### src/rtl/median_window_3x3.sv
// 3x3 median filter stage fed by a two-line shift RAM: builds the window, sorts it
// through a three-stage comparator network and re-emits syncs with a matching 4-clock delay.
module median_window_3x3 #(
  parameter int DATA_W = 8,
  parameter int COL_W  = 11,
  parameter int LINE_W = 11
) (
  input  logic              clock,
  input  logic              rst_n,
  input  logic              per_frame_vsync,
  input  logic              per_frame_href,
  input  logic              per_frame_clken,
  input  logic [DATA_W-1:0] row_top,
  input  logic [DATA_W-1:0] row_mid,
  input  logic [DATA_W-1:0] row_bot,
  output logic              post_frame_vsync,
  output logic              post_frame_href,
  output logic              post_frame_clken,
  output logic [DATA_W-1:0] post_img_y
);

  typedef logic [DATA_W-1:0] pix_t;

  localparam logic [COL_W-1:0]  COL_MAX  = '1;
  localparam logic [LINE_W-1:0] LINE_MAX = '1;

  function automatic pix_t max2(input pix_t a, input pix_t b);
    return (a >= b) ? a : b;
  endfunction

  function automatic pix_t min2(input pix_t a, input pix_t b);
    return (a >= b) ? b : a;
  endfunction

  function automatic pix_t max3(input pix_t a, input pix_t b, input pix_t c);
    return max2(max2(a, b), c);
  endfunction

  function automatic pix_t min3(input pix_t a, input pix_t b, input pix_t c);
    return min2(min2(a, b), c);
  endfunction

  function automatic pix_t med3(input pix_t a, input pix_t b, input pix_t c);
    return max2(min2(a, b), min2(max2(a, b), c));
  endfunction

  // sync vectors are {vsync, href, clken}; bit 0 doubles as the data valid
  logic [COL_W-1:0]  col_cnt;
  logic [LINE_W-1:0] line_cnt;
  logic              href_d;
  logic              vsync_d;

  pix_t       win [3][3];
  logic [2:0] s0_sync;
  logic       s0_border;

  pix_t       s1_max [3];
  pix_t       s1_mid [3];
  pix_t       s1_min [3];
  pix_t       s1_center;
  logic [2:0] s1_sync;
  logic       s1_border;

  pix_t       s2_max_of_mins;
  pix_t       s2_mid_of_mids;
  pix_t       s2_min_of_maxes;
  pix_t       s2_center;
  logic [2:0] s2_sync;
  logic       s2_border;

  // Position counters; a vsync rise wins over a coincident href fall.
  always_ff @(posedge clock or negedge rst_n) begin
    if (!rst_n) begin
      col_cnt  <= '0;
      line_cnt <= '0;
      href_d   <= 1'b0;
      vsync_d  <= 1'b0;
    end else begin
      href_d  <= per_frame_href;
      vsync_d <= per_frame_vsync;
      if (!per_frame_href) begin
        col_cnt <= '0;
      end else if (per_frame_clken && col_cnt != COL_MAX) begin
        col_cnt <= col_cnt + COL_W'(1);
      end
      if (per_frame_vsync && !vsync_d) begin
        line_cnt <= '0;
      end else if (href_d && !per_frame_href && line_cnt != LINE_MAX) begin
        line_cnt <= line_cnt + LINE_W'(1);
      end
    end
  end

  // S0: column shift registers, index 0 is the newest column
  always_ff @(posedge clock or negedge rst_n) begin
    if (!rst_n) begin
      for (int r = 0; r < 3; r++) begin
        for (int c = 0; c < 3; c++) begin
          win[r][c] <= '0;
        end
      end
      s0_sync   <= '0;
      s0_border <= 1'b0;
    end else begin
      if (per_frame_clken) begin
        for (int r = 0; r < 3; r++) begin
          win[r][2] <= win[r][1];
          win[r][1] <= win[r][0];
        end
        win[0][0] <= row_top;
        win[1][0] <= row_mid;
        win[2][0] <= row_bot;
      end
      s0_sync   <= {per_frame_vsync, per_frame_href, per_frame_clken};
      s0_border <= (col_cnt < COL_W'(2)) || (line_cnt < LINE_W'(2));
    end
  end

  // S1: per-row sort
  always_ff @(posedge clock or negedge rst_n) begin
    if (!rst_n) begin
      for (int r = 0; r < 3; r++) begin
        s1_max[r] <= '0;
        s1_mid[r] <= '0;
        s1_min[r] <= '0;
      end
      s1_center <= '0;
      s1_sync   <= '0;
      s1_border <= 1'b0;
    end else begin
      for (int r = 0; r < 3; r++) begin
        s1_max[r] <= max3(win[r][0], win[r][1], win[r][2]);
        s1_mid[r] <= med3(win[r][0], win[r][1], win[r][2]);
        s1_min[r] <= min3(win[r][0], win[r][1], win[r][2]);
      end
      s1_center <= win[1][1];
      s1_sync   <= s0_sync;
      s1_border <= s0_border;
    end
  end

  // S2: cross-row reduction
  always_ff @(posedge clock or negedge rst_n) begin
    if (!rst_n) begin
      s2_max_of_mins  <= '0;
      s2_mid_of_mids  <= '0;
      s2_min_of_maxes <= '0;
      s2_center       <= '0;
      s2_sync         <= '0;
      s2_border       <= 1'b0;
    end else begin
      s2_max_of_mins  <= max3(s1_min[0], s1_min[1], s1_min[2]);
      s2_mid_of_mids  <= med3(s1_mid[0], s1_mid[1], s1_mid[2]);
      s2_min_of_maxes <= min3(s1_max[0], s1_max[1], s1_max[2]);
      s2_center       <= s1_center;
      s2_sync         <= s1_sync;
      s2_border       <= s1_border;
    end
  end

  // S3: final median; pixel output holds between strobes
  always_ff @(posedge clock or negedge rst_n) begin
    if (!rst_n) begin
      post_frame_vsync <= 1'b0;
      post_frame_href  <= 1'b0;
      post_frame_clken <= 1'b0;
      post_img_y       <= '0;
    end else begin
      post_frame_vsync <= s2_sync[2];
      post_frame_href  <= s2_sync[1];
      post_frame_clken <= s2_sync[0];
      if (s2_sync[0]) begin
        post_img_y <= s2_border ? s2_center
                                : med3(s2_max_of_mins, s2_mid_of_mids, s2_min_of_maxes);
      end
    end
  end

endmodule

### config.mk
export PLATFORM = sky130hd
export DESIGN_NAME = median_window_3x3
export DESIGN_NICKNAME = d
export VERILOG_FILES = /design/src/rtl/median_window_3x3.sv
export SDC_FILE = /design/constraint.sdc
export NUM_CORES = 1
export LEC_CHECK = 0
export ABC_CLOCK_PERIOD_IN_PS = 5850
export CORE_MARGIN = 2
export CORE_UTILIZATION = 60
export DETAILED_ROUTE_END_ITERATION = 8
export GPL_TIMING_DRIVEN = 0
export PLACE_DENSITY = 0.78
export SYNTH_ARGS = -nofsm -noshare
export SYNTH_HDL_FRONTEND = slang
export SYNTH_SLANG_ARGS = --single-unit
### constraint.sdc
create_clock -name clock -period 5.85 [get_ports clock]
set_input_delay 0.8775 -clock clock [delete_from_list [all_inputs] [get_ports clock]]
set_output_delay 0.8775 -clock clock [all_outputs]
set_load 0.02 [all_outputs]
* After elaboration in Yosys (flattened, before gate mapping)
Cells that the tools add are included.
** Word-level totals
- Memory bits (read-only) :: 0
- Word-level logic and storage cells :: 109
- Flip-flop bits (word level) :: 231
- Memory bits (writable) :: 0
- Latch bits :: 0
- Input port bits :: 29
- Output and inout port bits :: 11
- Memories kept :: 0
** Operators by class
- $add $sub $neg :: 2
- Shift-type cells :: 0
- Multiply operators :: 0
- Magnitude comparators :: 24
- Equal/unequal tests :: 3
- Divide/modulo/power cells :: 0
- Mux-type cells :: 35
- Reduce and logical (&&, ||, !) cells :: 8
- Bitwise operators :: 0
** Operator list (number)
- $mux 8 :: 31
- $ge 8x8->1 :: 22
- $mux 11 :: 4
- $add 11x1->11 const B :: 2
- $lt 11x2->1 const B :: 2
- $ne 11x11->1 const B :: 2
- $logic_and 1x1->1 :: 4
- $logic_not 1->1 :: 2
- $ne 2x1->1 const B :: 1
- $reduce_bool 2->1 :: 1
- $logic_or 1x1->1 :: 1

* Logic depth before layout (Yosys ltp)
Gate-level depths: netlist of run 1.
- Depth after elaboration :: 7
- Mapped depth :: 28
- Mapped depth without buffers :: 23

* Worst setup path after synthesis of run 1
OpenSTA, ideal clock, no wires.
- Kind :: register -> register
- Start :: register win[58] in the netlist's numbering
- End :: register s1_mid[16] in the netlist's numbering
- Data required time :: 5.727 ns
- Setup slack :: 0.661 ns
- Library setup time :: 0.123 ns
- Arrival :: 5.067 ns
- Cell stages (with the launch flop) :: 27
- Path through :: dfrtp_1 > inv_1 > ha_1 > a21o_1 > a31oi_1 > o21ai_1 > o41a_1 > buf_6 > buf_6 > mux2i_1 > inv_1 > ha_1 > a21o_1 > a31oi_1 > o21ai_0 > o41a_1 > clkbuf_1 > clkbuf_1 > a21oi_1 > ha_1 > a21o_1 > a31oi_1 > o21ai_0 > o41a_1 > nor2_1 > mux2i_4 > o221a_2
** On the way
- Cells in the longest elaborated chain, start to end :: 6
- Elaborated cells between the ends (all ways) :: 7
- Those cells by class :: order compare: 3; mux: 4
** Ends and longest elaborated chain
- from (decl) :: line 53 : pix_t win [3][3];
- from (signal, indexed assignment) :: line 107 : win[r][2] <= win[r][1];
- from (signal, indexed assignment) :: line 108 : win[r][1] <= win[r][0];
- $ge 8x8->1 :: line 28, 32
- $mux 8 :: line 28 : return (a >= b) ? a : b;
- $ge 8x8->1 :: line 32 : return (a >= b) ? b : a;
- $mux 8 :: line 32
- $ge 8x8->1 :: line 28
- $mux 8 (*) :: line 28
- to (signal, indexed assignment) :: line 133 : s1_mid[r] <= med3(win[r][0], win[r][1], win[r][2]);
- to (decl) :: line 58 : pix_t s1_mid [3];
Mark *: on every way between the ends. The rest lies on a longest branch, timed or not.
A chain may end at the register's enable or synchronous reset.

* Worst setup path after layout of run 1
- Start :: register win[8] in the netlist's numbering
- End :: register s1_mid[4] in the netlist's numbering
The elaborated chain is that of the path after synthesis.

==> report_table.html, run 1 <==
<table>
<tr><th>Metric</th><th>Value</th></tr>
<tr><th colspan="2">Setup path</th></tr>
<tr><td>Critical R2R Launch</td><td>win[8]$_DFFE_PN0P_</td></tr>
<tr><td>Endpoint of the worst register-to-register path</td><td>s1_mid[4]$_DFF_PN0_</td></tr>
<tr><td>Critical Path Max Stage Delay</td><td>0.45 ns</td></tr>
<tr><td>Maximum net fanout on the critical path</td><td>10</td></tr>
<tr><td>Worst-case register-to-register setup slack</td><td>roughly 0.016 ns</td></tr>
<tr><td>R2R cell count</td><td>24</td></tr>
<tr><td>Cells traversed along the worst timing path</td><td>ha_1, nand2b_1, a31oi_1, o21ai_1, o41a_1, buf_6, buf_6, mux2i_2, inv_1, ha_1, a21o_1, a31oi_1, o21ai_1, o41a_1, buf_4, o21ai_1, ha_1, nand2b_1, a31oi_2, o21ai_1, o41a_1, nor3_2, a21oi_4, o221a_2</td></tr>
<tr><td>Crit path capture</td><td>s1_mid[4]$_DFF_PN0_</td></tr>
<tr><td>Crit. End Element</td><td>flip-flop</td></tr>
<tr><td>Slowest library cell on the worst path</td><td>sky130_fd_sc_hd__dfrtp_2</td></tr>
<tr><td>Beginning of the critical path</td><td>win[8]$_DFFE_PN0P_</td></tr>
<tr><td>Crit path arrival time</td><td>6.23 ns</td></tr>
<tr><td>Critical setup path kind</td><td>reg -&gt; reg</td></tr>
<tr><td>Worst EP required</td><td>about 6.3 ns</td></tr>
<tr><td>Most frequent cell on the critical path</td><td>sky130_fd_sc_hd__o21ai_1</td></tr>
<tr><td>Worst setup SP type</td><td>flip-flop</td></tr>
<tr><th colspan="2">Power and ir drop</th></tr>
<tr><td>Leakage power figure</td><td>around 0.0080 uW</td></tr>
<tr><td>Pwr Density</td><td>671 mW/mm2</td></tr>
<tr><td>Peak ir drop on the vdd network</td><td>around 0.45 mV</td></tr>
<tr><th colspan="2">Floorplanning</th></tr>
<tr><td>Area of the die</td><td>0.0250 mm2</td></tr>
<tr><td>Effective utilization at floorplan</td><td>0.609</td></tr>
<tr><td>Vertical die dimension</td><td>between 150 and 200 um</td></tr>
<tr><td>Row cnt</td><td>56</td></tr>
<tr><td>Io pins</td><td>40</td></tr>
<tr><td>CORE AREA</td><td>between 0.02 and 0.025 mm2</td></tr>
<tr><td>X dimension of the die</td><td>between 150 and 200 um</td></tr>
<tr><th colspan="2">Global routing</th></tr>
<tr><td>Pin count of the biggest net entering global routing</td><td>129</td></tr>
<tr><td>Global routing usage summed across all routing layers</td><td>0.287</td></tr>
<tr><td>Vias in the first global route</td><td>between 10000 and 15000</td></tr>
<tr><td>Initial antenna violation count</td><td>0</td></tr>
<tr><td>GR Overflow Total</td><td>0</td></tr>
<tr><td>Global-route wire length before repair</td><td>~56 mm</td></tr>
<tr><th colspan="2">Outcome</th></tr>
<tr><td>Run status</td><td>finished clean</td></tr>
<tr><th colspan="2">STA</th></tr>
<tr><td>Max-slew violation count</td><td>0</td></tr>
<tr><td>Setup Skew</td><td>~0.016 ns</td></tr>
<tr><td>Setup TNS</td><td>0 ns</td></tr>
<tr><td>Max frequency</td><td>around 170 MHz</td></tr>
<tr><td>Final Hold Vio Count</td><td>0</td></tr>
<tr><td>Post-route clock period utilization</td><td>0.997</td></tr>
<tr><td>Clock period minus worst slack</td><td>5.83 ns</td></tr>
<tr><td>Final hold slack</td><td>roughly 0.35 ns</td></tr>
<tr><td>Worst Slack Setup Final</td><td>about 0.016 ns</td></tr>
<tr><td>Slew of the pin with the lowest slew margin</td><td>approximately 1 ns</td></tr>
<tr><td>Setup violations, final</td><td>0</td></tr>
<tr><td>Tightest slew margin relative to the limit</td><td>0.323</td></tr>
<tr><th colspan="2">Synth</th></tr>
<tr><td>FF+latch count, synth</td><td>~230</td></tr>
<tr><td>Predominant post-synthesis flop cell</td><td>sky130_fd_sc_hd__dfrtp_1</td></tr>
<tr><td>Number of flops mapped to enable cells by yosys</td><td>0</td></tr>
<tr><td>Syn Nets</td><td>about 1600</td></tr>
<tr><td>Cell taking the most area after synthesis</td><td>sky130_fd_sc_hd__dfrtp_1</td></tr>
<tr><td>Yosys top cell area share</td><td>0.402</td></tr>
<tr><td>Instance count of the mapped netlist</td><td>approximately 1400</td></tr>
<tr><td>Largest cells by area after synthesis</td><td>sky130_fd_sc_hd__dfrtp_1 (40%), sky130_fd_sc_hd__ha_1 (16%), sky130_fd_sc_hd__mux2_2 (8.1%)</td></tr>
<tr><td>Synthesized area per cell</td><td>about 10 um2</td></tr>
<tr><td>Post-Syn Area</td><td>between 0.01 and 0.015 mm2</td></tr>
<tr><td>Sequential-to-total area share from yosys stat</td><td>0.402</td></tr>
<tr><td>Proportion of synthesized flip-flops having asynchronous set or reset</td><td>1.00</td></tr>
<tr><td>Count of distinct cell types in the synthesized netlist</td><td>59</td></tr>
<tr><td>Count of synthesis-stage warnings from yosys</td><td>0</td></tr>
<tr><th colspan="2">Clock network</th></tr>
<tr><td>Source-to-sink clock delay at the later pin of the worst-skew pair</td><td>between 0.5 and 0.6 ns</td></tr>
<tr><td>Clock transition at the registers of the reported paths</td><td>0.06 ns</td></tr>
<tr><td>Inserted Clock Buffers</td><td>25</td></tr>
<tr><td>Number of clock sinks seen by CTS</td><td>roughly 230</td></tr>
<tr><td>Hold Buf Count CTS</td><td>0</td></tr>
<tr><td>Depth of the CTS H-tree</td><td>1</td></tr>
<tr><td>Cell chosen for the clock root</td><td>sky130_fd_sc_hd__clkbuf_16</td></tr>
<tr><td>Deepest clock path buffer count</td><td>3</td></tr>
<tr><td>Clock tree from TritonCTS</td><td>yes</td></tr>
<tr><th colspan="2">Cells and area</th></tr>
<tr><td>Final standard cell utilization of the core</td><td>0.719</td></tr>
<tr><td>Filler cells</td><td>roughly 1600</td></tr>
<tr><td>Antenna cell count</td><td>0</td></tr>
<tr><td>Final nets</td><td>1730</td></tr>
<tr><td>Post-route cell area</td><td>0.0168 mm2</td></tr>
<tr><td>Layout cell share with drive strength beyond 1</td><td>0.214</td></tr>
<tr><td>Area grow syn2layout</td><td>18.1%</td></tr>
<tr><th colspan="2">Placed design</th></tr>
<tr><td>Worst setup slack after placement</td><td>-0.328 ns</td></tr>
<tr><td>Dpl hpwl</td><td>25.6 mm</td></tr>
<tr><td>Port Buffer Count</td><td>39</td></tr>
<tr><td>Placer's final routability congestion estimate</td><td>slightly below 1</td></tr>
<tr><td>Area after detailed placement</td><td>between 0.015 and 0.02 mm2</td></tr>
<tr><th colspan="2">Routing</th></tr>
<tr><td>Initial DRC Count</td><td>876</td></tr>
<tr><td>Detail Route Antenna Nets</td><td>0</td></tr>
<tr><td>Total routed wirelength</td><td>around 37 mm</td></tr>
<tr><td>DR pass1 iterations</td><td>7</td></tr>
<tr><td>Number of vias in the routed layout</td><td>roughly 11000</td></tr>
<tr><td>Routed wire length per instance</td><td>around 20 um</td></tr>
<tr><td>Number of vias per cell</td><td>approximately 6.0</td></tr>
<tr><td>DR DRC count</td><td>0</td></tr>
<tr><th colspan="2">Worst hold path</th></tr>
<tr><td>Hold Crit Class</td><td>reg -&gt; reg</td></tr>
<tr><th colspan="2">Job</th></tr>
<tr><td>Max-cap check violation count</td><td>0</td></tr>
</table>
-- logic make-up after synthesis --
group                      count (synthesis)  share of synthesized area
and+or+nand+nor                          311                      0.100
AOI/OAI and AO/OA                        300                      0.145
DFF                                      229                      0.402
buffers and inverters                    196                     0.0557
adders and majority gates                178                      0.156
muxes                                    170                      0.131
xor gates and xnor gates                  17                     0.0104
-- cell usage after synthesis (all sizes together) (10+ instances only) --
cell    count
a221oi     10
dfrtp     229
xnor2      11
clkbuf     26
nor3       10
nand2     113
inv       150
nand2b     30
mux2      104
nand3      15
nor2b      13
o221a      24
ha        178
buf        20
nor2       92
a31oi      10
a21o       18
o21ai     110
mux2i      66
a21oi      84
and2       13
-- layout by cell type, fill, tap and decap left out, types with 5 or more instances in the layout --
cell type                         netlist  routed
sky130_fd_sc_hd__dfrtp_2                0      15
sky130_fd_sc_hd__buf_4                  0      59
sky130_fd_sc_hd__dfrtp_1              229     214
sky130_fd_sc_hd__a221oi_1              10      10
sky130_fd_sc_hd__clkdlybuf4s50_1        0      38
sky130_fd_sc_hd__nand3_1               15      15
sky130_fd_sc_hd__buf_6                  7      10
sky130_fd_sc_hd__o21ai_1               10      18
sky130_fd_sc_hd__nand2b_1              30      30
sky130_fd_sc_hd__nand4_1                6       6
sky130_fd_sc_hd__and2_1                13      13
sky130_fd_sc_hd__mux2i_2                3       5
sky130_fd_sc_hd__nor3_1                10       7
sky130_fd_sc_hd__nor2_1                92      89
sky130_fd_sc_hd__o41ai_4                5       5
sky130_fd_sc_hd__a21oi_4                1       5
sky130_fd_sc_hd__clkbuf_8               0       6
sky130_fd_sc_hd__mux2i_1               62      48
sky130_fd_sc_hd__o41a_1                 9       9
sky130_fd_sc_hd__xor2_1                 6       6
sky130_fd_sc_hd__clkbuf_16              0      25
sky130_fd_sc_hd__mux2i_4                1      13
sky130_fd_sc_hd__o221ai_1               8       8
sky130_fd_sc_hd__and3_1                 5       5
sky130_fd_sc_hd__ha_1                 178     172
sky130_fd_sc_hd__a21o_1                18      18
sky130_fd_sc_hd__xnor2_1               11      11
sky130_fd_sc_hd__nand2_1              113     113
sky130_fd_sc_hd__o21ai_0               99      89
sky130_fd_sc_hd__ha_4                   0       6
sky130_fd_sc_hd__clkinvlp_4             0       5
sky130_fd_sc_hd__a21oi_1               77      76
sky130_fd_sc_hd__clkbuf_1              26      17
sky130_fd_sc_hd__mux2_2               102     102
sky130_fd_sc_hd__a31oi_2                0       6
sky130_fd_sc_hd__inv_1                150     147
sky130_fd_sc_hd__nor2b_1               13      12
sky130_fd_sc_hd__buf_1                  8       5
sky130_fd_sc_hd__buf_2                  5       7
sky130_fd_sc_hd__o221a_2               24      21
-- metrics by stage --
step                      total power, uW  cells
after floorplan                      7240   1401
after global placement               8570   1759
after detailed placement             8820   1760
after CTS                           10900   1829
after global routing                12100   1859
final                               11300   1859
-- worst max-delay path: cells and delay by family, from the launching register on --
kind	cells	cell delay, ns
buf+inv	4	0.65
mux	1	0.27
simple gates	3	0.59
fa+ha+maj	3	0.75
compound gates	13	2.98
flops	1	0.45
-- registers in the layout, indices dropped and copies added, names as in the netlist, 3 cells and up --
register,cells
win,72
s1_max,24
s1_mid,24
s1_min,24
col_cnt,11
line_cnt,11
post_img_y,8
s1_center,8
s2_center,8
s2_max_of_mins,8
s2_mid_of_mids,8
s2_min_of_maxes,8
s0_sync,3
s1_sync,3
s2_sync,3
-- metal layers --
metal  part of all wire  vias up  GRT usage  wire length [um]
li1                   -     5186          -                 -
met2               0.47      399      0.471             17400
met5                  0        -          0                 0
met3              0.065      106     0.0339              2400
met1               0.42     5414      0.388             15400
met4              0.045        0      0.119              1670
-- timing repair --
action                                  4_1_cts  5_1_grt
buffers inserted                             28       30
pin swaps                                    11       22
endpoints found under the setup margin       24       40
resized for setup                            62       53
-- where the power goes --
part | internal [uW] | switching [uW] | total, uW
Sequential | 2080 | 409 | 2490
Clock | 1000 | 665 | 1670
Combinational | 3350 | 3790 | 7140
-- how the worst min path moves through the flow --
stage | startpoint | slack [ns] | cells past startpoint | endpoint
final | s1_sync[0]$_DFF_PN0_ | 0.35 | 0 | s2_sync[0]$_DFF_PN0_
after global routing | s2_sync[2]$_DFF_PN0_ | 0.35 | 0 | post_frame_vsync$_DFF_PN0_
after CTS | s0_sync[0]$_DFF_PN0_ | 0.35 | 0 | s1_sync[0]$_DFF_PN0_
after detailed placement | s0_sync[0]$_DFF_PN0_ | 0.33 | 0 | s1_sync[0]$_DFF_PN0_
after global placement | s1_center[7]$_DFF_PN0_ | 0.33 | 0 | s2_center[7]$_DFF_PN0_
after floorplan | s2_sync[1]$_DFF_PN0_ | 0.33 | 0 | post_frame_href$_DFF_PN0_
-- final cells by class --
class	count	area, um2	share of cell area
multi-input combinational	976	8100	0.481
sequential	229	5750	0.342
timing repair buffer	98	866	0.0515
clock buffer	29	671	0.0399
inverter	150	563	0.0335
tap	319	399	0.0237
buffer	43	283	0.0168
clock inverter	15	199	0.0118
(Power assumes the default switching activity.)
==> run 2: changes to the inputs <==
ABC_AREA = 1   (was unset)
PLACE_DENSITY = unset   (was 0.78)
PLACE_DENSITY_LB_ADDON = 0.25   (was unset)
SLEW_MARGIN = 25   (was unset)
==> report_table.html, run 2 <==
<table>
<tr><th>Metric</th><th>Value</th></tr>
<tr><th colspan="2">Global routing</th></tr>
<tr><td>Top Usage Layer GRT</td><td>met2</td></tr>
<tr><td>Global-route track usage on met1</td><td>0.385 (-0.00284)</td></tr>
<tr><td>Fraction of met3 tracks used by global routing</td><td>0.0340 (+0.0000813)</td></tr>
<tr><td>Vias in the first global route</td><td>12100 (+12%)</td></tr>
<tr><td>Global-route wire length before repair</td><td>59.7 mm (+7.4%)</td></tr>
<tr><td>Global routing usage summed across all routing layers</td><td>0.286 (-0.000347)</td></tr>
<tr><td>GR Overflow Total</td><td>0 (unchanged)</td></tr>
<tr><td>Pin count of the biggest net entering global routing</td><td>99 (-23%)</td></tr>
<tr><td>Initial antenna violation count</td><td>0 (unchanged)</td></tr>
<tr><td>GR Util met2</td><td>0.473 (+0.00142)</td></tr>
<tr><th colspan="2">Clock network</th></tr>
<tr><td>Setup Fix Bufs, Post-CTS</td><td>0 (-100%)</td></tr>
<tr><td>Number of clock sinks seen by CTS</td><td>229 (unchanged)</td></tr>
<tr><td>Source-to-sink clock delay at the later pin of the worst-skew pair</td><td>0.54 ns (about the same)</td></tr>
<tr><td>Depth of the CTS H-tree</td><td>1 (unchanged)</td></tr>
<tr><td>Deepest clock path buffer count</td><td>3 (unchanged)</td></tr>
<tr><td>Cell chosen for the clock root</td><td>sky130_fd_sc_hd__clkbuf_16</td></tr>
<tr><td>Total of cells resized after clock tree synthesis</td><td>0 (-100%)</td></tr>
<tr><td>Clock tree from TritonCTS</td><td>yes</td></tr>
<tr><td>Clock transition at the registers of the reported paths</td><td>0.06 ns (about the same)</td></tr>
<tr><td>Inserted Clock Buffers</td><td>27 (+8.0%)</td></tr>
<tr><td>Hold Buf Count CTS</td><td>0 (unchanged)</td></tr>
<tr><th colspan="2">Synth</th></tr>
<tr><td>Syn Nets</td><td>2028 (+26%)</td></tr>
<tr><td>FF+latch count, synth</td><td>229 (unchanged)</td></tr>
<tr><td>Most common cell in the synthesized netlist</td><td>sky130_fd_sc_hd__nand2_1</td></tr>
<tr><td>Instance count of the mapped netlist</td><td>1821 (+30%)</td></tr>
<tr><td>Count of distinct cell types in the synthesized netlist</td><td>45 (-24%)</td></tr>
<tr><td>Number of flops mapped to enable cells by yosys</td><td>0 (unchanged)</td></tr>
<tr><td>Sequential-to-total area share from yosys stat</td><td>0.391 (-0.0109)</td></tr>
<tr><td>Cell taking the most area after synthesis</td><td>sky130_fd_sc_hd__dfrtp_1</td></tr>
<tr><td>Post-Syn Area</td><td>0.0146 mm2 (+2.8%)</td></tr>
<tr><td>Synthesized area per cell</td><td>8.04 um2 (-21%)</td></tr>
<tr><td>Yosys top cell area share</td><td>0.391 (-0.0109)</td></tr>
<tr><td>Most frequent cells after synthesis</td><td>sky130_fd_sc_hd__nand2_1 (453), sky130_fd_sc_hd__inv_1 (237), sky130_fd_sc_hd__dfrtp_1 (229)</td></tr>
<tr><td>Largest cells by area after synthesis</td><td>sky130_fd_sc_hd__dfrtp_1 (39%), sky130_fd_sc_hd__ha_1 (15%), sky130_fd_sc_hd__nand2_1 (12%)</td></tr>
<tr><td>Predominant post-synthesis flop cell</td><td>sky130_fd_sc_hd__dfrtp_1</td></tr>
<tr><td>Count of synthesis-stage warnings from yosys</td><td>0 (unchanged)</td></tr>
<tr><td>Proportion of synthesized flip-flops having asynchronous set or reset</td><td>1.00 (unchanged)</td></tr>
<tr><th colspan="2">Routing</th></tr>
<tr><td>DR DRC count</td><td>0 (unchanged)</td></tr>
<tr><td>DR pass1 iterations</td><td>5 (-2)</td></tr>
<tr><td>Number of vias in the routed layout</td><td>12700 (+14%)</td></tr>
<tr><td>Number of vias per cell</td><td>5.66 (-5.2%)</td></tr>
<tr><td>Total routed wirelength</td><td>35.9 mm (-2.8%)</td></tr>
<tr><td>Detail Route Antenna Nets</td><td>0 (unchanged)</td></tr>
<tr><td>Initial DRC Count</td><td>1006 (+15%)</td></tr>
<tr><td>Routed wire length per instance</td><td>16.1 um (-19%)</td></tr>
<tr><th colspan="2">Placed design</th></tr>
<tr><td>Dpl hpwl</td><td>28.2 mm (+10%)</td></tr>
<tr><td>Worst setup slack after placement</td><td>1.17 ns (+1.50 ns)</td></tr>
<tr><td>Port Buffer Count</td><td>39 (unchanged)</td></tr>
<tr><td>Dpl cells</td><td>2186 (+24%)</td></tr>
<tr><td>Placer's final routability congestion estimate</td><td>0.922 (-4.2%)</td></tr>
<tr><th colspan="2">STA</th></tr>
<tr><td>Tightest slew margin relative to the limit</td><td>0.563 (+0.241)</td></tr>
<tr><td>Worst Slack Setup Final</td><td>1.02 ns (+1.01 ns)</td></tr>
<tr><td>Unrepaired setup endpoints after global routing</td><td>false</td></tr>
<tr><td>Setup Skew</td><td>0.0161 ns (+0.000337 ns)</td></tr>
<tr><td>Setup violations, final</td><td>0 (unchanged)</td></tr>
<tr><td>Max frequency</td><td>207 MHz (+21%)</td></tr>
<tr><td>Max-slew violation count</td><td>0 (unchanged)</td></tr>
<tr><td>Final Hold Vio Count</td><td>0 (unchanged)</td></tr>
<tr><td>Clock period minus worst slack</td><td>4.83 ns (-1.01 ns)</td></tr>
<tr><td>Slew of the pin with the lowest slew margin</td><td>0.655 ns (-0.361 ns)</td></tr>
<tr><td>Post-route clock period utilization</td><td>0.825 (-0.172)</td></tr>
<tr><th colspan="2">Cells and area</th></tr>
<tr><td>Antenna cell count</td><td>0 (unchanged)</td></tr>
<tr><td>Top library cells by usage in the layout, fill and taps aside</td><td>sky130_fd_sc_hd__nand2_1 (453), sky130_fd_sc_hd__inv_1 (237), sky130_fd_sc_hd__dfrtp_1 (229)</td></tr>
<tr><td>Register with the most flip-flops</td><td>win</td></tr>
<tr><td>Final Instance Count excl. Fillers</td><td>2234 (+20%)</td></tr>
<tr><td>Commonest non-fill, non-tap cell in the layout</td><td>sky130_fd_sc_hd__nand2_1</td></tr>
<tr><td>Final standard cell utilization of the core</td><td>0.680 (-0.0395)</td></tr>
<tr><td>Layout cell share with drive strength beyond 1</td><td>0.0801 (-0.134)</td></tr>
<tr><td>Final nets</td><td>2098 (+21%)</td></tr>
<tr><td>Area grow syn2layout</td><td>12.2%</td></tr>
<tr><td>Largest register FFs</td><td>72 (unchanged)</td></tr>
<tr><th colspan="2">Setup path</th></tr>
<tr><td>Crit. End Element</td><td>flip-flop</td></tr>
<tr><td>Worst setup SP type</td><td>flip-flop</td></tr>
<tr><td>Worst-case register-to-register setup slack</td><td>1.02 ns (+1.01 ns)</td></tr>
<tr><td>Worst EP required</td><td>6.24 ns (about the same)</td></tr>
<tr><td>Crit path arrival time</td><td>5.21 ns (-1.02 ns)</td></tr>
<tr><td>Critical setup path kind</td><td>reg -&gt; reg</td></tr>
<tr><td>Maximum net fanout on the critical path</td><td>10 (unchanged)</td></tr>
<tr><th colspan="2">Floorplanning</th></tr>
<tr><td>X dimension of the die</td><td>160 um (+1.3%)</td></tr>
<tr><td>CORE AREA</td><td>0.0242 mm2 (+3.3%)</td></tr>
<tr><td>Io pins</td><td>40 (unchanged)</td></tr>
<tr><td>Row cnt</td><td>57 (+1.8%)</td></tr>
<tr><td>Effective utilization at floorplan</td><td>0.606 (-0.00316)</td></tr>
<tr><td>Vertical die dimension</td><td>160 um (+1.3%)</td></tr>
<tr><td>Area of the die</td><td>0.0257 mm2 (+2.7%)</td></tr>
<tr><th colspan="2">Job</th></tr>
<tr><td>Max-cap check violation count</td><td>0 (unchanged)</td></tr>
<tr><th colspan="2">Outcome</th></tr>
<tr><td>Run status</td><td>finished clean</td></tr>
<tr><th colspan="2">Worst hold path</th></tr>
<tr><td>Hold Crit Class</td><td>in -&gt; async</td></tr>
</table>
[run 2: cell types whose count changed in the layout (fill, tap and decap cells not counted), moves of 21 or more]
cell	previous run	this run
sky130_fd_sc_hd__o221a_2	21	0
sky130_fd_sc_hd__nand2b_1	30	0
sky130_fd_sc_hd__o21ai_0	89	182
sky130_fd_sc_hd__nand4_1	6	55
sky130_fd_sc_hd__nand3_1	15	70
sky130_fd_sc_hd__mux2_2	102	21
sky130_fd_sc_hd__nand2_1	113	453
sky130_fd_sc_hd__o21ai_1	18	52
sky130_fd_sc_hd__mux2i_1	48	0
sky130_fd_sc_hd__buf_4	59	12
sky130_fd_sc_hd__inv_1	147	237
[run 2: area by class of cell]
cell class | count | area [um2]
Multi-Input combinational cell | 1294 | 7710
Clock buffer | 33 | 728
Fill cell | 1938 | 7750
Timing Repair Buffer | 41 | 450
Inverter | 245 | 922
Tap cell | 324 | 405
Buffer | 53 | 285
Sequential cell | 229 | 5730
Clock inverter | 15 | 196
[run 2: cells by family after synthesis]
logic type                 count (synthesis)  share of synthesized area
AOI/OAI and AO/OA                        376                      0.139
adders and majority gates                178                      0.152
xor gates and xnor gates                   3                    0.00179
muxes                                     21                     0.0161
and+or+nand+nor                          716                      0.217
DFF                                      229                      0.391
buffers and inverters                    298                     0.0824
[run 2: worst max-delay path: stages (launching register included)]
cell and delay [ns]:
sky130_fd_sc_hd__dfrtp_1 0.48, sky130_fd_sc_hd__inv_1 0.12, sky130_fd_sc_hd__ha_1 0.32, sky130_fd_sc_hd__a21oi_1 0.15
sky130_fd_sc_hd__o21a_1 0.17, sky130_fd_sc_hd__nand3_4 0.13, sky130_fd_sc_hd__buf_4 0.19, sky130_fd_sc_hd__nand2_1 0.08
sky130_fd_sc_hd__nand2_1 0.08, sky130_fd_sc_hd__ha_1 0.30, sky130_fd_sc_hd__a21oi_1 0.16, sky130_fd_sc_hd__o21a_1 0.16
sky130_fd_sc_hd__nand3_2 0.16, sky130_fd_sc_hd__inv_2 0.17, sky130_fd_sc_hd__buf_4 0.20, sky130_fd_sc_hd__o211ai_1 0.16
sky130_fd_sc_hd__and2_1 0.18, sky130_fd_sc_hd__ha_1 0.17, sky130_fd_sc_hd__nor2_1 0.11, sky130_fd_sc_hd__nor2_1 0.04
sky130_fd_sc_hd__o21ai_0 0.16, sky130_fd_sc_hd__nand2_1 0.07, sky130_fd_sc_hd__nand3_1 0.20, sky130_fd_sc_hd__clkbuf_1 0.37
sky130_fd_sc_hd__nand2_1 0.11, sky130_fd_sc_hd__o21ai_0 0.20
[run 2: metal layers]
| layer | share of wire | wire [um] |
|---|---|---|
| met1 | 0.43 | 15300 |
| met2 | 0.47 | 16700 |
| met3 | 0.061 | 2180 |
| met4 | 0.047 | 1670 |
| met5 | 0 | 0 |
[run 2: path summary, 6_finish.rpt]
| path | endpoint | start | depth (start not counted) |
|---|---|---|---|
| setup / recovery | s1_mid[11]$_DFF_PN0_ | win[37]$_DFFE_PN0P_ | 25 |
| setup reg to reg | s1_mid[11]$_DFF_PN0_ | win[37]$_DFFE_PN0P_ | 25 |
| hold / removal | s2_sync[2]$_DFF_PN0_ | rst_n | 1 |
| hold reg to reg | s2_sync[2]$_DFF_PN0_ | s1_sync[2]$_DFF_PN0_ | 0 |
| max in group asynchronous | s1_mid[18]$_DFF_PN0_ | rst_n | 2 |
| min in group clock | s2_sync[2]$_DFF_PN0_ | s1_sync[2]$_DFF_PN0_ | 0 |
[run 2: metrics by stage]
step                cell area (um2)  hold slack (ns)  TNS [ns]
floorplan                     14600            0.331         0
global route                  16400            0.223         0
finish                        16400            0.208         0
global placement              15400            0.333  -1225.66
detailed placement            15500            0.335         0
CTS                           16400            0.200         0
Power of run 2 is left out: the tool's default activity adds up to more than one toggle a clock period on the data nets, which glitch-free logic cannot reach.
==> run 3: changes to the inputs <==
ABC_CLOCK_PERIOD_IN_PS = 5000   (was 5850)
clock period = 5 ns   (was 5.85 ns; I/O delays follow)
==> report_table.html, run 3 (same netlist as run 2, synthesis figures left out) <==
<table>
<tr><th>Metric</th><th>Value</th></tr>
<tr><th colspan="2">Floorplanning</th></tr>
<tr><td>CORE AREA</td><td>0.0242 mm2 (unchanged)</td></tr>
<tr><td>Io pins</td><td>40 (unchanged)</td></tr>
<tr><td>Row cnt</td><td>57 (unchanged)</td></tr>
<tr><td>Vertical die dimension</td><td>160 um (unchanged)</td></tr>
<tr><td>X dimension of the die</td><td>160 um (unchanged)</td></tr>
<tr><td>Area of the die</td><td>0.0257 mm2 (unchanged)</td></tr>
<tr><td>Effective utilization at floorplan</td><td>0.606 (unchanged)</td></tr>
<tr><th colspan="2">Cells and area</th></tr>
<tr><td>Register with the most flip-flops</td><td>win</td></tr>
<tr><td>Top library cells by usage in the layout, fill and taps aside</td><td>sky130_fd_sc_hd__nand2_1 (453), sky130_fd_sc_hd__inv_1 (237), sky130_fd_sc_hd__dfrtp_1 (227)</td></tr>
<tr><td>Largest register FFs</td><td>72 (unchanged)</td></tr>
<tr><td>Antenna cell count</td><td>0 (unchanged)</td></tr>
<tr><td>Layout cell share with drive strength beyond 1</td><td>0.0832 (+0.00314)</td></tr>
<tr><td>Final nets</td><td>2098 (unchanged)</td></tr>
<tr><td>Post-route cell area</td><td>0.0164 mm2 (+0.11%)</td></tr>
<tr><td>Commonest non-fill, non-tap cell in the layout</td><td>sky130_fd_sc_hd__nand2_1</td></tr>
<tr><td>Filler cells</td><td>1931 (-0.36%)</td></tr>
<tr><td>FF/Latch Area</td><td>0.00573 mm2 (about the same)</td></tr>
<tr><td>Multi-input gate area in the final layout</td><td>0.00772 mm2 (+0.13%)</td></tr>
<tr><td>Area grow syn2layout</td><td>12.3%</td></tr>
<tr><th colspan="2">Setup path</th></tr>
<tr><td>Crit. End Element</td><td>flip-flop</td></tr>
<tr><td>Critical setup path kind</td><td>reg -&gt; reg</td></tr>
<tr><td>Worst EP required</td><td>5.36 ns (-0.88 ns)</td></tr>
<tr><td>Crit path arrival time</td><td>4.98 ns (-0.23 ns)</td></tr>
<tr><td>Worst setup SP type</td><td>flip-flop</td></tr>
<tr><td>Slowest library cell on the worst path</td><td>sky130_fd_sc_hd__dfrtp_1</td></tr>
<tr><td>Maximum net fanout on the critical path</td><td>10 (unchanged)</td></tr>
<tr><td>Critical Path Max Stage Delay</td><td>0.48 ns (about the same)</td></tr>
<tr><td>Most frequent cell on the critical path</td><td>sky130_fd_sc_hd__nand2_1</td></tr>
<tr><th colspan="2">STA</th></tr>
<tr><td>Setup violations, final</td><td>0 (unchanged)</td></tr>
<tr><td>Clock period minus worst slack</td><td>4.62 ns (-0.203 ns)</td></tr>
<tr><td>Tightest slew margin relative to the limit</td><td>0.562 (-0.00144)</td></tr>
<tr><td>Max-slew violation count</td><td>0 (unchanged)</td></tr>
<tr><td>Unrepaired setup endpoints after global routing</td><td>false</td></tr>
<tr><td>Slew of the pin with the lowest slew margin</td><td>0.657 ns (+0.00216 ns)</td></tr>
<tr><td>Final Hold Vio Count</td><td>0 (unchanged)</td></tr>
<tr><td>Post-route clock period utilization</td><td>0.925 (+0.0997)</td></tr>
<tr><td>Final hold slack</td><td>0.0789 ns (-0.129 ns)</td></tr>
<tr><td>Max frequency</td><td>216 MHz (+4.4%)</td></tr>
<tr><td>Setup Skew</td><td>0.0195 ns (+0.00340 ns)</td></tr>
<tr><th colspan="2">Clock network</th></tr>
<tr><td>Inserted Clock Buffers</td><td>27 (unchanged)</td></tr>
<tr><td>Depth of the CTS H-tree</td><td>1 (unchanged)</td></tr>
<tr><td>Clock transition at the registers of the reported paths</td><td>0.06 ns (about the same)</td></tr>
<tr><td>Source-to-sink clock delay at the later pin of the worst-skew pair</td><td>0.54 ns (about the same)</td></tr>
<tr><td>Number of clock sinks seen by CTS</td><td>229 (unchanged)</td></tr>
<tr><td>Deepest clock path buffer count</td><td>3 (unchanged)</td></tr>
<tr><td>Clock tree from TritonCTS</td><td>yes</td></tr>
<tr><td>Cell chosen for the clock root</td><td>sky130_fd_sc_hd__clkbuf_16</td></tr>
<tr><th colspan="2">Routing</th></tr>
<tr><td>Routed wire length per instance</td><td>16.1 um (+0.30%)</td></tr>
<tr><td>DR pass1 iterations</td><td>5 (unchanged)</td></tr>
<tr><td>Detail Route Antenna Nets</td><td>0 (unchanged)</td></tr>
<tr><td>DR DRC count</td><td>0 (unchanged)</td></tr>
<tr><td>Total routed wirelength</td><td>36.0 mm (+0.30%)</td></tr>
<tr><td>Number of vias per cell</td><td>5.66 (about the same)</td></tr>
<tr><td>Number of vias in the routed layout</td><td>12600 (-0.071%)</td></tr>
<tr><td>Initial DRC Count</td><td>934 (-7.2%)</td></tr>
<tr><th colspan="2">Global routing</th></tr>
<tr><td>GR Overflow Total</td><td>0 (unchanged)</td></tr>
<tr><td>Global routing usage summed across all routing layers</td><td>0.286 (unchanged)</td></tr>
<tr><td>Pin count of the biggest net entering global routing</td><td>99 (unchanged)</td></tr>
<tr><td>Vias in the first global route</td><td>12100 (unchanged)</td></tr>
<tr><td>Initial antenna violation count</td><td>0 (unchanged)</td></tr>
<tr><td>Global-route wire length before repair</td><td>59.7 mm (unchanged)</td></tr>
<tr><th colspan="2">Outcome</th></tr>
<tr><td>Run status</td><td>finished clean</td></tr>
<tr><th colspan="2">Placed design</th></tr>
<tr><td>Area after detailed placement</td><td>0.0155 mm2 (unchanged)</td></tr>
<tr><td>Port Buffer Count</td><td>39 (unchanged)</td></tr>
<tr><td>Placer's final routability congestion estimate</td><td>0.922 (unchanged)</td></tr>
<tr><td>Dpl hpwl</td><td>28.2 mm (unchanged)</td></tr>
<tr><th colspan="2">Worst hold path</th></tr>
<tr><td>Hold Crit Class</td><td>in -&gt; async</td></tr>
<tr><th colspan="2">Job</th></tr>
<tr><td>Max-cap check violation count</td><td>0 (unchanged)</td></tr>
</table>
-- run 3: cell types whose count changed in the layout (fill, tap and decap cells not counted), moves of 2 or more --
cell,delta
sky130_fd_sc_hd__clkbuf_1,-3
sky130_fd_sc_hd__clkbuf_2,+2
sky130_fd_sc_hd__dfrtp_1,-2
sky130_fd_sc_hd__dfrtp_2,+2
-- run 3: layer usage --
metal	global-route usage	up-vias	wire (um)	part of all wire
met3	0.0340	92	1780	0.049
met1	0.385	5992	15700	0.44
met2	0.473	372	16800	0.47
met4	0.121	0	1710	0.047
li1	-	6190	-	-
met5	0	-	0	0
-- run 3: per-stage QoR --
step / TNS [ns] / utilization / setup slack [ns] / cells
6_report: 0 / 0.680 / 0.376 / 2234
5_1_grt: 0 / 0.680 / 0.0201 / 2234
4_1_cts: 0 / 0.680 / 0.272 / 2234
3_5_place_dp: 0 / 0.641 / 0.318 / 2186
3_3_place_gp: -1391.11 / 0.639 / -6.09 / 2184
2_1_floorplan: 0 / - / 1.18 / 1821
-- run 3: worst paths after layout --
path,slack (ns),to,cells after the start,start
max,0.38,s1_mid[11]$_DFF_PN0_,26,win[34]$_DFFE_PN0P_
min,0.08,s2_sync[2]$_DFF_PN0_,1,rst_n
max reg2reg,0.38,s1_mid[11]$_DFF_PN0_,26,win[34]$_DFFE_PN0P_
min reg2reg,0.34,s2_sync[2]$_DFF_PN0_,0,s1_sync[2]$_DFF_PN0_
max in group asynchronous,4.14,s1_mid[18]$_DFF_PN0_,2,rst_n
min in group clock,0.34,s2_sync[2]$_DFF_PN0_,0,s1_sync[2]$_DFF_PN0_
-- run 3: cell type report --
class                           instances  area share
Multi-Input combinational cell       1294       0.469
Timing Repair Buffer                   41      0.0274
Clock inverter                         15      0.0119
Tap cell                              324      0.0246
Clock buffer                           33      0.0443
Buffer                                 53      0.0177
Sequential cell                       229       0.349
Inverter                              245      0.0561
-- run 3: what timing repair did --
action,4_1_cts,5_1_grt
hold buffers,0,0
gates resized for setup,0,13
endpoints found under the setup margin,0,23
setup buffers,0,0
-- run 3: worst max-delay path, delay by kind of cell (launching register included) --
kind | cells | cell delay [ns]
buffers and inverters | 6 | 0.98
AO/OA/AOI/OAI | 7 | 1.07
AND/OR/NAND/NOR | 10 | 0.96
flip-flops | 1 | 0.48
adder cells (fa/ha/maj) | 3 | 0.93
Power of run 3 is left out for the same reason.
